$ cat config.mk
export PLATFORM = sky130hd
export DESIGN_NAME = l2_bus_arbiter_flat
export DESIGN_NICKNAME = d
export VERILOG_FILES = /design/src/rtl/l2_bus_arbiter_if.sv /design/src/rtl/l2_bus_arbiter.sv /design/src/flat_wrapper.sv
export SDC_FILE = /design/constraint.sdc
export NUM_CORES = 1
export LEC_CHECK = 0
export CAP_MARGIN = 20
export CORE_MARGIN = 5
export CORE_UTILIZATION = 43
export CTS_CLUSTER_DIAMETER = 100
export DETAILED_ROUTE_END_ITERATION = 7
export GPL_TIMING_DRIVEN = 0
export PLACE_DENSITY_LB_ADDON = 0.15
export SETUP_SLACK_MARGIN = 0.02
export SKIP_LAST_GASP = 1
export SYNTH_ARGS = -nofsm -noshare
export SYNTH_HDL_FRONTEND = slang
export SYNTH_SLANG_ARGS = --single-unit
$ cat constraint.sdc
create_clock -name clk -period 5.1 [get_ports clk]
set_clock_uncertainty 0.2 [all_clocks]
set_input_delay 1.02 -clock clk [delete_from_list [all_inputs] [get_ports clk]]
set_output_delay 1.02 -clock clk [all_outputs]
set_load 0.05 [all_outputs]
$ cat src/rtl/l2_bus_arbiter_if.sv
// l2_bus_arbiter_if: I/D master ports and the L2 cache bus bundled for the arbiter.
interface l2_bus_arbiter_if #(
    parameter int ADDR_W = 24,
    parameter int DATA_W = 32
);
    logic [ADDR_W-1:0] i_addr;
    logic              i_start;
    logic [DATA_W-1:0] i_q;
    logic              i_done;
    logic [ADDR_W-1:0] d_addr;
    logic [DATA_W-1:0] d_data;
    logic              d_we;
    logic              d_start;
    logic [DATA_W-1:0] d_q;
    logic              d_done;
    logic [ADDR_W-1:0] l2_addr;
    logic [DATA_W-1:0] l2_data;
    logic              l2_we;
    logic              l2_start;
    logic [DATA_W-1:0] l2_q;
    logic              l2_done;
    modport slave (
        input  i_addr, i_start, d_addr, d_data, d_we, d_start, l2_q, l2_done,
        output i_q, i_done, d_q, d_done, l2_addr, l2_data, l2_we, l2_start
    );
    modport master (
        output i_addr, i_start, d_addr, d_data, d_we, d_start, l2_q, l2_done,
        input  i_q, i_done, d_q, d_done, l2_addr, l2_data, l2_we, l2_start
    );
endinterface

$ cat src/rtl/l2_bus_arbiter.sv
// l2_bus_arbiter: round-robin I/D arbiter in front of the L2 cache bus.
// Each start assertion is served once, and l2_start always presents a clean rising edge.
module l2_bus_arbiter #(
    parameter int ADDR_W = 24,
    parameter int DATA_W = 32
) (
    input logic             clk,
    input logic             reset,
    l2_bus_arbiter_if.slave bus_io
);
    typedef enum logic [1:0] {IDLE, ISSUE, RELEASE} state_t;
    state_t            state_q, state_d;
    logic              gnt_d_q, gnt_d_d, last_d_q, last_d_d;
    logic              i_arm_q, i_arm_d, d_arm_q, d_arm_d;
    logic [ADDR_W-1:0] l2_addr_q, l2_addr_d;
    logic [DATA_W-1:0] l2_data_q, l2_data_d, i_q_q, i_q_d, d_q_q, d_q_d;
    logic              l2_we_q, l2_we_d, l2_start_q, l2_start_d;
    logic              i_done_q, i_done_d, d_done_q, d_done_d;
    logic              i_el, d_el, pick_d;

    assign i_el   = bus_io.i_start & i_arm_q;
    assign d_el   = bus_io.d_start & d_arm_q;
    // On a tie, serve the port that did not win last time
    assign pick_d = d_el & (~i_el | ~last_d_q);

    always_comb begin
        state_d    = state_q;
        gnt_d_d    = gnt_d_q;
        last_d_d   = last_d_q;
        i_arm_d    = i_arm_q | ~bus_io.i_start;
        d_arm_d    = d_arm_q | ~bus_io.d_start;
        l2_addr_d  = l2_addr_q;
        l2_data_d  = l2_data_q;
        l2_we_d    = l2_we_q;
        l2_start_d = l2_start_q;
        i_q_d      = i_q_q;
        d_q_d      = d_q_q;
        i_done_d   = 1'b0;
        d_done_d   = 1'b0;
        case (state_q)
            IDLE: begin
                l2_start_d = i_el | d_el;
                l2_we_d    = (i_el | d_el) & pick_d & bus_io.d_we;
                if (i_el | d_el) begin
                    state_d   = ISSUE;
                    gnt_d_d   = pick_d;
                    last_d_d  = pick_d;
                    i_arm_d   = pick_d ? i_arm_d : 1'b0;
                    d_arm_d   = pick_d ? 1'b0 : d_arm_d;
                    l2_addr_d = pick_d ? bus_io.d_addr : bus_io.i_addr;
                    l2_data_d = pick_d ? bus_io.d_data : '0;
                end
            end
            ISSUE: begin
                if (bus_io.l2_done) begin
                    state_d    = RELEASE;
                    i_done_d   = ~gnt_d_q;
                    d_done_d   = gnt_d_q;
                    i_q_d      = gnt_d_q ? i_q_q : bus_io.l2_q;
                    d_q_d      = gnt_d_q ? bus_io.l2_q : d_q_q;
                    l2_start_d = 1'b0;
                    l2_we_d    = 1'b0;
                end
            end
            RELEASE: state_d = bus_io.l2_done ? RELEASE : IDLE;
            default: state_d = IDLE;
        endcase
    end

    always_ff @(posedge clk) begin
        if (reset) begin
            state_q    <= IDLE;
            gnt_d_q    <= 1'b0;
            last_d_q   <= 1'b1;
            i_arm_q    <= 1'b0;
            d_arm_q    <= 1'b0;
            l2_addr_q  <= '0;
            l2_data_q  <= '0;
            l2_we_q    <= 1'b0;
            l2_start_q <= 1'b0;
            i_q_q      <= '0;
            d_q_q      <= '0;
            i_done_q   <= 1'b0;
            d_done_q   <= 1'b0;
        end else begin
            state_q    <= state_d;
            gnt_d_q    <= gnt_d_d;
            last_d_q   <= last_d_d;
            i_arm_q    <= i_arm_d;
            d_arm_q    <= d_arm_d;
            l2_addr_q  <= l2_addr_d;
            l2_data_q  <= l2_data_d;
            l2_we_q    <= l2_we_d;
            l2_start_q <= l2_start_d;
            i_q_q      <= i_q_d;
            d_q_q      <= d_q_d;
            i_done_q   <= i_done_d;
            d_done_q   <= d_done_d;
        end
    end

    assign bus_io.l2_addr  = l2_addr_q;
    assign bus_io.l2_data  = l2_data_q;
    assign bus_io.l2_we    = l2_we_q;
    assign bus_io.l2_start = l2_start_q;
    assign bus_io.i_q      = i_q_q;
    assign bus_io.d_q      = d_q_q;
    assign bus_io.i_done   = i_done_q;
    assign bus_io.d_done   = d_done_q;
endmodule

$ cat src/flat_wrapper.sv
// flat-port wrapper written by rule: the top's interface ports become plain ports
module l2_bus_arbiter_flat 
#(
    parameter int ADDR_W = 24,
    parameter int DATA_W = 32
)
  (clk, reset, bus_io_i_addr, bus_io_i_start, bus_io_d_addr, bus_io_d_data, bus_io_d_we, bus_io_d_start, bus_io_l2_q, bus_io_l2_done, bus_io_i_q, bus_io_i_done, bus_io_d_q, bus_io_d_done, bus_io_l2_addr, bus_io_l2_data, bus_io_l2_we, bus_io_l2_start);
  l2_bus_arbiter_if #(.ADDR_W(ADDR_W), .DATA_W(DATA_W)) bus_io_i ();
  input logic clk;
  input logic reset;
  input wire logic [$bits(bus_io_i.i_addr)-1:0] bus_io_i_addr;
  input wire logic [$bits(bus_io_i.i_start)-1:0] bus_io_i_start;
  input wire logic [$bits(bus_io_i.d_addr)-1:0] bus_io_d_addr;
  input wire logic [$bits(bus_io_i.d_data)-1:0] bus_io_d_data;
  input wire logic [$bits(bus_io_i.d_we)-1:0] bus_io_d_we;
  input wire logic [$bits(bus_io_i.d_start)-1:0] bus_io_d_start;
  input wire logic [$bits(bus_io_i.l2_q)-1:0] bus_io_l2_q;
  input wire logic [$bits(bus_io_i.l2_done)-1:0] bus_io_l2_done;
  output wire logic [$bits(bus_io_i.i_q)-1:0] bus_io_i_q;
  output wire logic [$bits(bus_io_i.i_done)-1:0] bus_io_i_done;
  output wire logic [$bits(bus_io_i.d_q)-1:0] bus_io_d_q;
  output wire logic [$bits(bus_io_i.d_done)-1:0] bus_io_d_done;
  output wire logic [$bits(bus_io_i.l2_addr)-1:0] bus_io_l2_addr;
  output wire logic [$bits(bus_io_i.l2_data)-1:0] bus_io_l2_data;
  output wire logic [$bits(bus_io_i.l2_we)-1:0] bus_io_l2_we;
  output wire logic [$bits(bus_io_i.l2_start)-1:0] bus_io_l2_start;
  assign bus_io_i.i_addr = bus_io_i_addr;
  assign bus_io_i.i_start = bus_io_i_start;
  assign bus_io_i.d_addr = bus_io_d_addr;
  assign bus_io_i.d_data = bus_io_d_data;
  assign bus_io_i.d_we = bus_io_d_we;
  assign bus_io_i.d_start = bus_io_d_start;
  assign bus_io_i.l2_q = bus_io_l2_q;
  assign bus_io_i.l2_done = bus_io_l2_done;
  assign bus_io_i_q = bus_io_i.i_q;
  assign bus_io_i_done = bus_io_i.i_done;
  assign bus_io_d_q = bus_io_i.d_q;
  assign bus_io_d_done = bus_io_i.d_done;
  assign bus_io_l2_addr = bus_io_i.l2_addr;
  assign bus_io_l2_data = bus_io_i.l2_data;
  assign bus_io_l2_we = bus_io_i.l2_we;
  assign bus_io_l2_start = bus_io_i.l2_start;
  l2_bus_arbiter #(.ADDR_W(ADDR_W), .DATA_W(DATA_W)) u_core (.clk(clk), .reset(reset), .bus_io(bus_io_i));
endmodule
Word-level counts from Yosys, hierarchy flattened
Index checks and enable logic that the tools add are counted.
{"block": "word_totals", "inputBits": 118, "out_inout_bits": 124, "elab_cells": 56, "regBits": 130}
{"block": "op_classes", "n_reduce_logical": 8, "eq_ne": 4, "bitwise_logic": 16, "n_mux": 15}
{"op": "$mux W32", "count": 1}
{"op": "$mux W24", "count": 1}
{"op": "$mux W1", "count": 7}
{"op": "$not A1 Y1", "count": 7}
{"op": "$mux W2", "count": 3}
{"op": "$pmux W2 S3", "count": 1}
{"op": "$reduce_and A2 Y1", "count": 3}
{"op": "$reduce_and A3 Y1", "count": 2}
{"op": "$and A1 B1 Y1", "count": 5}
{"op": "$or A1 B1 Y1", "count": 4}
{"op": "$pmux W1 S2", "count": 2}
{"op": "$reduce_or A3 Y1", "count": 1}
{"op": "$eq A2 B1 Y1 const B", "count": 1}
{"op": "$eq A2 B2 Y1 const B", "count": 1}
{"op": "$logic_not A2 Y1", "count": 1}
{"op": "$ne A2 B1 Y1 const B", "count": 1}
{"op": "$ne A2 B2 Y1 const B", "count": 1}
{"op": "$reduce_bool A2 Y1", "count": 1}

Longest topological paths before layout
Gate-level depths: netlist of run 1.
{"block": "logic_depth", "word_depth": 7, "mapped_depth": 6, "depth_no_buf": 3}

Worst setup path after synthesis of run 1
No wires, ideal clock.
{"block": "synth_timing", "path_type": "input port to flip-flop", "start": "in bus_io_i_start", "end": "reg u_core.l2_addr_q[0], in the netlist u_core.bus_io.l2_addr[0]", "path_buffers": 2, "t_arrival_ns": 1.956, "setup_time_ns": 0.122, "required_time_ns": 4.778, "stages": 5, "path_slack_ns": 2.822, "path_cell_list": "and3_1 clkbuf_1 clkbuf_1 nor4b_1 a221o_1"}
{"block": "synth_between", "elab_chain_cells": 5, "word_cells_on_any_way": 7, "cone_classes": "mux (1); bitwise (5); reduce/logical (1)"}
{"item": "from (decl)", "line": "flat_wrapper.sv:12", "text": "input wire logic [$bits(bus_io_i.i_start)-1:0] bus_io_i_start;"}
{"item": "$and A1 B1 Y1 (*)", "line": "l2_bus_arbiter.sv:21", "text": "assign i_el = bus_io.i_start & i_arm_q;"}
{"item": "$not A1 Y1", "line": "l2_bus_arbiter.sv:24", "text": "assign pick_d = d_el & (~i_el | ~last_d_q);"}
{"item": "$or A1 B1 Y1", "line": "l2_bus_arbiter.sv:24"}
{"item": "$and A1 B1 Y1", "line": "l2_bus_arbiter.sv:24"}
{"item": "$mux W24", "line": "l2_bus_arbiter.sv:50", "text": "l2_addr_d = pick_d ? bus_io.d_addr : bus_io.i_addr;"}
{"item": "to (signal assigned)", "line": "l2_bus_arbiter.sv:91", "text": "l2_addr_q <= l2_addr_d;"}
{"item": "to (decl)", "line": "l2_bus_arbiter.sv:15", "text": "logic [ADDR_W-1:0] l2_addr_q, l2_addr_d;"}
Every way passes the cells marked *; elsewhere a longest branch is shown, timed or not.
A chain may end at the register's enable or synchronous reset.

Worst setup path in the final report of run 1
{"block": "layout_timing", "start": "reg u_core.i_q_q[29], in the netlist u_core.bus_io.i_q[29]", "end": "out bus_io_i_q[29]"}
{"item": "from (decl)", "line": "l2_bus_arbiter.sv:16", "text": "logic [DATA_W-1:0] l2_data_q, l2_data_d, i_q_q, i_q_d, d_q_q, d_q_d;"}
{"item": "from (signal assigned)", "line": "l2_bus_arbiter.sv:95", "text": "i_q_q <= i_q_d;"}
{"item": "to (decl)", "line": "flat_wrapper.sv:19", "text": "output wire logic [$bits(bus_io_i.i_q)-1:0] bus_io_i_q;"}
No word-level cell between the ends.

==> impl_results.md, run 1 <==
- R2r startpoint: u_core.state_q[1]$_SDFFE_PP0P_
- Post-route insts no fill: 969
- Critical path launch point type: flip-flop
- Main combinational cell family by area after synthesis: simple AND/OR/NAND/NOR gates
- Num rows: 38
- Worst slew pin tran: 0.664 ns
- Drt drc: 0
- Placed Instances: 937
- Worst hold stages: 2
- Mapped Avg Cell Area: 8.68 µm²
- Port Buf Inserts: 240
- Total CTS buffers: 17
- Final net count: 934
- # resized after CTS: 0
- Clk buf depth: 2
- Crit share post-route: 0.551
- Post-Synthesis Cells: 557
- H-tree depth: 4
- Clock Root Buffer: clkbuf_16
- Iter 0 DRT Violations: 401
- CTS clock-pin slew for the worst setup and hold paths: 0.06 ns
- Synthesized cell area: 4840 µm²
- Place WS: 2.04 ns
- Initial antenna violation count: 0
- Endpoints failing setup: 0
- Fmax: 0.356 GHz
- Setup TNS: 0 ns
- Reg2Reg Depth: 6
- Drt pass-1 iters: 5
- Util after Layout: 0.733
- Initial Utilization: 0.442
- Pins Over Slew Limit: 0
- Clk_lat worst skew: 0.40 ns
- GP Congestion: 0.820
- Async set-or-reset flop fraction in the synthesized netlist: 0
- Setup ws final: 2.29 ns
- Die ar.: 13500 µm²
- Max-cap viol count: 0
- CP startpoint: u_core.bus_io.i_q[29]$_SDFFE_PP0P_
- Tot GR Track Use: 0.243
- CP cell instances: clkdlybuf4s50_1
- Ports: 242
- Largest net degree at the start of global routing: 17
- Die Ht: 116 µm
- Worst setup EP type: primary output
- Slew headroom: 0.557
- Post-route minimum period: 2.81 ns
- Buf/Inv on CP: 1
- Worst hold start: u_core.bus_io.d_q[13]$_SDFFE_PP0P_
- Worst EP arrival: 1.59 ns
- Grt total ovfl: 0
- Peak VDD IR: 262 µV
- Simple-gate share of the synthesized area: 0.208
- Die W: 116 µm
- Yosys warns: 0
- Register area share after synthesis: 0.538
- Compound-cell area share of the yosys netlist: 0.199
- Hold Violations, Final: 0
- Area leader, netlist: dfxtp_1
- Critical path class: flip-flop to primary output
- Hold/Removal Path Class: flip-flop to flip-flop
- Power per cell area: 339 nW/µm²
- Yosys top cell area share: 0.538
- Family with the most delay on the worst path: buffers and inverters
- Post-CTS Hold Buffers: 0
- XOR/XNOR Fraction of Synth Area: 0.00181
- First-pass GRT wire length: 25800 µm
- P_leak: 2.73 nW
- Sink Count: 130
- Final HPWL DP: 12300 µm
- Top cells by count, synth: dfxtp_1 (130), nand2_1 (130), a21oi_1 (101), clkbuf_1 (41), o21ai_0 (36)
- Top cells by area, synth: dfxtp_1 (54%), a21oi_1 (10%), nand2_1 (10%)
- Layout area overhead: 65.7%
- Outcome: complete, no violations
- Count of cell types in the netlist: 29
- CTS tree: done
- Antenna diodes: 0
- Synth Area in Adders: 0
- Number of synthesized flops with an enable pin: 0
- Number of global-route vias before repair: 5315
- Prevailing post-synth register cell: dfxtp_1
- Mux share of post-synthesis cell area: 0
- Total wire length: 16300 µm
- CORE AREA: 10900 µm²
- Worst Path Required: 3.88 ns
- RSZ-0062 raised after global routing: false
- Crit path depth: 1
- Max FO, Critical Path: 2
- Slowest cell on the critical path: clkdlybuf4s50_1
- DR WL/cell: 16.8 µm
- Syn_nets: 675
- Max incr delay on CP: 0.85 ns
- Setup repair bufs after CTS: 0
- Antenna Nets Post-Route: 0
- Layout cells sized above 1: 0.0591
- Hold_ws: 0.252 ns
- Register bit total from synthesis: 130
- Via count: 5150
- Vias per cell: 5.31
power breakdown:
group / switching [mW] / total (mW) / internal (mW)
Combinational: 0.242 / 0.423 / 0.181
Clock: 0.466 / 1.22 / 0.753
Sequential: 0.0204 / 1.07 / 1.05
registers in the layout (all words and copies together) (netlist names), 2 cells and up:
register,cells
u_core.bus_io.d_q,32
u_core.bus_io.i_q,32
u_core.bus_io.l2_data,32
u_core.bus_io.l2_addr,24
u_core.state_q,2
cell type report:
cell class / count / area (µm²)
clock inverters: 13 / 148
multi-input cells: 370 / 1980
clock buffers: 19 / 453
plain buffers: 56 / 251
well taps: 140 / 175
inverters: 1 / 3.75
fillers: 831 / 2920
flip-flops and latches: 130 / 2600
repair buffers: 240 / 2400
per-stage QoR:
| stage | power, mW | area (µm²) |
|---|---|---|
| 2_1_floorplan | 1.32 | 4840 |
| 3_3_place_gp | 1.51 | 7410 |
| 3_5_place_dp | 1.52 | 7410 |
| 4_1_cts | 2.73 | 8020 |
| 5_1_grt | 2.81 | 8020 |
| 6_report | 2.72 | 8020 |
cell families (layout without fill, tap and decap cells):
| group | count (synthesis) | count (layout) |
|---|---|---|
| simple gates | 204 | 204 |
| compound gates | 165 | 165 |
| flops | 130 | 130 |
| buf+inv | 57 | 329 |
| xor+xnor | 1 | 1 |
path summary, 6_finish.rpt:
path / slack (ns) / to
setup / recovery: 2.29 / bus_io_i_q[29]
hold / removal: 0.25 / u_core.bus_io.d_q[13]$_SDFFE_PP0P_
setup reg to reg: 3.06 / u_core.bus_io.l2_addr[23]$_SDFFE_PP0P_
hold reg to reg: 0.25 / u_core.bus_io.d_q[13]$_SDFFE_PP0P_
cells in the final DEF, fill, tap and decap left out, drive strengths merged, types with 4 or more instances in the layout:
cell type and count:
inv 6, clkdlybuf4s50 240, o21ai 36, buf 15
a221o 25, a21oi 101, nand3 34, clkinvlp 4
nand2 130, nor4b 24, clkbuf 60, dfxtp 130
layer usage:
metal / vias to the layer above / share of wire / track usage
met1: 2445 / 0.39 / 0.281
met5: - / 0 / 0
li1: 2479 / - / -
met3: 32 / 0.086 / 0.0841
met4: 0 / 0.025 / 0.104
met2: 194 / 0.50 / 0.407
No activity file was read; power rests on OpenSTA's default activity.
==> run 2: changes to the inputs <==
--- a/config.mk
+++ b/config.mk
@@ -7,7 +7,7 @@
 export LEC_CHECK = 0
 export CAP_MARGIN = 20
 export CORE_MARGIN = 5
-export CORE_UTILIZATION = 43
+export CORE_UTILIZATION = 40
 export CTS_CLUSTER_DIAMETER = 100
 export DETAILED_ROUTE_END_ITERATION = 7
 export GPL_TIMING_DRIVEN = 0
==> constraint.sdc (replaced) <==
create_clock -name clk -period 2.67 [get_ports clk]
set_clock_uncertainty 0.2 [all_clocks]
set_input_delay 0.534 -clock clk [delete_from_list [all_inputs] [get_ports clk]]
set_output_delay 0.534 -clock clk [all_outputs]
set_load 0.05 [all_outputs]
==> impl_results.md, run 2 (synthesized netlist as in run 1, its figures left out) <==
- Max-cap viol count: 0
- First-pass GRT wire length: 25800 µm
- GP Congestion: 0.800
- Die ar.: 14400 µm²
- Die Ht: 120 µm
- CTS clock-pin slew for the worst setup and hold paths: 0.05 ns
- Port Buf Inserts: 240
- Worst slew pin tran: 0.742 ns
- Power per cell area: 618 nW/µm²
- Worst Path Required: 1.94 ns
- Initial Utilization: 0.406
- Setup TNS: 0 ns
- Ports: 242
- H-tree depth: 4
- Slew headroom: 0.505
- Drt drc: 0
- Crit path depth: 1
- Iter 0 DRT Violations: 396
- # resized after CTS: 0
- Pins Over Slew Limit: 0
- Tot GR Track Use: 0.222
- Critical path class: flip-flop to primary output
- Peak VDD IR: 353 µV
- Critical path launch point type: flip-flop
- Family with the most delay on the worst path: buffers and inverters
- Largest net degree at the start of global routing: 17
- GR Util met3: 0.0825
- CP cell instances: clkdlybuf4s50_1
- Endpoints failing setup: 0
- Power Total: 4.91 mW
- Antenna diodes: 0
- DR WL/cell: 16.6 µm
- CTS tree: done
- Die W: 120 µm
- Slowest cell on the critical path: clkdlybuf4s50_1
- Clock Root Buffer: clkbuf_16
- Design area: 7950 µm²
- Fillers: 1004
- Busiest grt layer: met2
- Vias per cell: 5.21
- M2 GR Usage: 0.369
- Max incr delay on CP: 0.85 ns
- Hold/Removal Path Class: flip-flop to flip-flop
- Placed cell areas: 7420 µm²
- Layout area overhead: 64.4%
- CORE AREA: 11900 µm²
- Most frequent cells in the layout: clkdlybuf4s50_1 (240), nand2_1 (130), dfxtp_1 (130)
- Total wire length: 16200 µm
- Final HPWL DP: 12200 µm
- Worst hold stages: 2
- RSZ-0062 raised after global routing: false
- Util after Layout: 0.667
- Max FO, Critical Path: 2
- Worst EP arrival: 1.59 ns
- Number of global-route vias before repair: 5197
- Reg2reg setup slack: 0.66 ns
- Initial antenna violation count: 0
- Most common cell after layout, fill and taps aside: clkdlybuf4s50_1
- Setup repair bufs after CTS: 0
- Hold_ws: 0.251 ns
- Via count: 5083
- Num rows: 40
- Buf/Inv on CP: 1
- Clk buf depth: 2
- Reg2Reg Depth: 6
- Fmax: 0.430 GHz
- Post-route minimum period: 2.33 ns
- Hold Violations, Final: 0
- Total CTS buffers: 17
- Drt pass-1 iters: 5
- Antenna Nets Post-Route: 0
- Sink Count: 130
- Final net count: 934
- Grt total ovfl: 0
- Met1 usage: 0.251
- P_leak: 2.70 nW
- Worst setup EP type: primary output
- Post-CTS Hold Buffers: 0
- Outcome: complete, no violations
- Crit share post-route: 0.872
- Layout cells sized above 1: 0.0519
- Clk_lat worst skew: 0.41 ns
## run 2: cell types whose count changed in the layout (fill, tap and decap cells not counted)
cell,before,now
clkinvlp_4,4,1
clkbuf_1,41,46
inv_6,5,0
clkinv_2,1,4
bufinv_16,2,0
clkbuf_8,2,4
clkinv_4,1,0
## run 2: worst paths after layout
check                                                         from                                    end
worst max-delay path            u_core.bus_io.d_q[25]$_SDFFE_PP0P_                         bus_io_d_q[25]
worst min-delay path            u_core.bus_io.d_q[29]$_SDFFE_PP0P_     u_core.bus_io.d_q[29]$_SDFFE_PP0P_
worst max register to register      u_core.state_q[1]$_SDFFE_PP0P_  u_core.bus_io.l2_addr[5]$_SDFFE_PP0P_
worst min register to register  u_core.bus_io.d_q[29]$_SDFFE_PP0P_     u_core.bus_io.d_q[29]$_SDFFE_PP0P_
## run 2: layer usage
metal / up-vias / routed length [µm]
met5: - / 0
met4: 0 / 529
met3: 41 / 1320
met2: 200 / 7790
met1: 2361 / 6550
li1: 2481 / -
## run 2: report_power, final
| group | switching, mW | internal, mW |
|---|---|---|
| clock | 0.784 | 1.27 |
| combinational | 0.460 | 0.345 |
| sequential | 0.0387 | 2.01 |
| total | 1.28 | 3.63 |
## run 2: cell type report
type	count	area, µm²	area share
flip-flops and latches	130	2600	0.327
repair buffers	240	2400	0.302
multi-input cells	370	1980	0.249
clock buffers	26	499	0.0628
plain buffers	56	251	0.0316
well taps	147	184	0.0231
clock inverters	5	27.5	0.00346
inverters	1	3.75	0.000472
## run 2: per-stage QoR
stage          cells  worst slack, ns
4_1_cts          975            0.321
5_1_grt          975            0.296
2_1_floorplan    557            0.878
3_3_place_gp     944           0.0743
3_5_place_dp     944           0.0230
6_report         975            0.343
## run 2: worst register-to-register path: cells and delay by family, from the launching register on
family	cells	cell delay [ns]
flops	1	0.31
simple gates	2	0.25
buf+inv	3	0.84
compound gates	1	0.29
==> run 3: changes to the inputs <==
--- a/config.mk
+++ b/config.mk
@@ -7,7 +7,7 @@
 export LEC_CHECK = 0
 export CAP_MARGIN = 20
 export CORE_MARGIN = 5
-export CORE_UTILIZATION = 40
+export CORE_UTILIZATION = 36
 export CTS_CLUSTER_DIAMETER = 100
 export DETAILED_ROUTE_END_ITERATION = 7
 export GPL_TIMING_DRIVEN = 0
==> constraint.sdc (replaced) <==
create_clock -name clk -period 2.1 [get_ports clk]
set_clock_uncertainty 0.2 [all_clocks]
set_input_delay 0.42 -clock clk [delete_from_list [all_inputs] [get_ports clk]]
set_output_delay 0.42 -clock clk [all_outputs]
set_load 0.05 [all_outputs]
==> impl_results.md, run 3 (synthesized netlist as in run 1, its figures left out) <==
- Outcome: complete, no violations
- Layout area overhead: 62.8%
- Max-cap viol count: 0
- Hold Violations, Final: 0
- CTS tree: done
- Peak VDD IR: 426 µV
- Fmax: 0.501 GHz
- Worst EP arrival: 2.09 ns
- Drt pass-1 iters: 5
- Critical path class: input pin to flip-flop
- Slew headroom: 0.572
- Placed Instances: 973
- CORE AREA: 13200 µm²
- Pins Over Slew Limit: 0
- Via count: 5053
- Number of global-route vias before repair: 5082
- Tot GR Track Use: 0.200
- Power per cell area: 799 nW/µm²
- Max FO, Critical Path: 10
- Post-route minimum period: 2.00 ns
- Total CTS buffers: 17
- Buf/Inv on CP: 3
- Drt drc: 0
- Sink Count: 130
- Logic pwr share: 0.155
- Most frequent cells in the layout: nand2_1 (130), dfxtp_1 (130), dlygate4sd2_1 (124)
- Initial Utilization: 0.367
- Family with the most delay on the worst path: buffers and inverters
- DR WL/cell: 16.4 µm
- Setup TNS: 0 ns
- Antenna diodes: 0
- Slowest cell on the critical path: clkdlybuf4s50_1
- Port Buf Inserts: 240
- Hold/Removal Path Class: flip-flop to flip-flop
- Die ar.: 15900 µm²
- Initial antenna violation count: 0
- CP cell instances: clkdlybuf4s50_1 -> and3_1 -> clkbuf_1 -> clkbuf_4 -> nor4b_1 -> a221o_1
- Fillers: 1229
- Iter 0 DRT Violations: 274
- Total wire length: 16500 µm
- Layout cells sized above 1: 0.0676
- Critical path launch point type: input pin
- Worst Path Required: 2.19 ns
- Max incr delay on CP: 0.56 ns
- P_int: 4.62 mW
- Clk pwr share: 0.431
- H-tree depth: 4
- Worst setup EP type: flip-flop
- Clk_lat worst skew: 0.41 ns
- GP Congestion: 0.818
- Grt total ovfl: 0
- Clk buf depth: 2
- Final HPWL DP: 12200 µm
- Power share of the sequential group: 0.414
- Vias per cell: 5.03
- Ports: 242
- Antenna Nets Post-Route: 0
- First-pass GRT wire length: 25700 µm
- Endpoints failing setup: 0
- Setup repair bufs after CTS: 0
- Die W: 126 µm
- Sw frac: 0.266
- Post-route insts no fill: 1005
- Crit share post-route: 0.951
- RSZ-0062 raised after global routing: false
- CTS clock-pin slew for the worst setup and hold paths: 0.05 ns
- P_leak: 3.32 nW
- Clock Root Buffer: clkbuf_16
- Worst slew pin tran: 0.642 ns
- Num rows: 42
- Die Ht: 126 µm
- Final net count: 934
- Net Switching: 1.67 mW
- Largest net degree at the start of global routing: 17
## run 3: cell count changes in the layout (fill, tap and decap cells not counted), moves of 7 or more
| cell | before | now |
|---|---|---|
| clkbuf_1 | 46 | 35 |
| clkdlybuf4s50_1 | 240 | 116 |
| clkbuf_2 | 0 | 7 |
| dlygate4sd2_1 | 0 | 124 |
## run 3: layout make-up
class	instances	area, µm²	share of cell area
inverters	1	3.75	0.000477
multi-input cells	370	1980	0.252
repair buffers	240	2250	0.285
plain buffers	56	268	0.0340
clock buffers	22	464	0.0589
well taps	176	220	0.0280
flip-flops and latches	130	2600	0.330
clock inverters	10	85.1	0.0108
## run 3: path summary, 6_finish.rpt
kind / endpoint / slack, ns / cells past startpoint / startpoint
worst max-delay path: u_core.bus_io.l2_addr[17]$_SDFFE_PP0P_ / 0.10 / 6 / bus_io_i_start
worst min register to register: u_core.bus_io.d_q[12]$_SDFFE_PP0P_ / 0.25 / 2 / u_core.bus_io.d_q[12]$_SDFFE_PP0P_
worst max register to register: u_core.bus_io.i_q[21]$_SDFFE_PP0P_ / 0.17 / 6 / u_core.state_q[1]$_SDFFE_PP0P_
worst min-delay path: u_core.bus_io.d_q[12]$_SDFFE_PP0P_ / 0.25 / 2 / u_core.bus_io.d_q[12]$_SDFFE_PP0P_
## run 3: timing repair
action,CTS,global route
endpoints found under the setup margin,144,45
resized for setup,127,18
hold buffers,0,0
## run 3: layer usage
| metal | global-route usage | vias to the layer above | part of all wire |
|---|---|---|---|
| met5 | 0 | - | 0 |
| met4 | 0.0738 | 0 | 0.016 |
| met3 | 0.0644 | 18 | 0.067 |
| met2 | 0.338 | 176 | 0.50 |
| met1 | 0.237 | 2381 | 0.42 |
| li1 | - | 2478 | - |
## run 3: power groups by stage
stage	registers (mW)	logic [mW]	clock network, mW
after floorplan	2.94	0.263	0
after global placement	2.66	1.01	0
after detailed placement	2.66	1.03	0
after CTS	2.60	0.979	2.76
after global routing	2.62	1.03	2.89
final	2.61	0.976	2.71
## run 3: metrics by stage
stage               setup WS, ns  hold WS [ns]   util  area (µm²)  power, mW
floorplan                  0.351         0.278      -        4840       3.20
global placement          -0.387         0.243  0.566        7460       3.67
detailed placement        -0.481         0.249  0.566        7460       3.69
CTS                       0.0208         0.255  0.596        7860       6.35
global route              0.0297         0.269  0.597        7880       6.54
finish                     0.103         0.253  0.597        7880       6.30
## run 3: tightest hold or removal path, stage by stage, from the launching register on
cell     delay, ns
dfxtp_1       0.30
nand2_1       0.05
a21oi_1       0.05
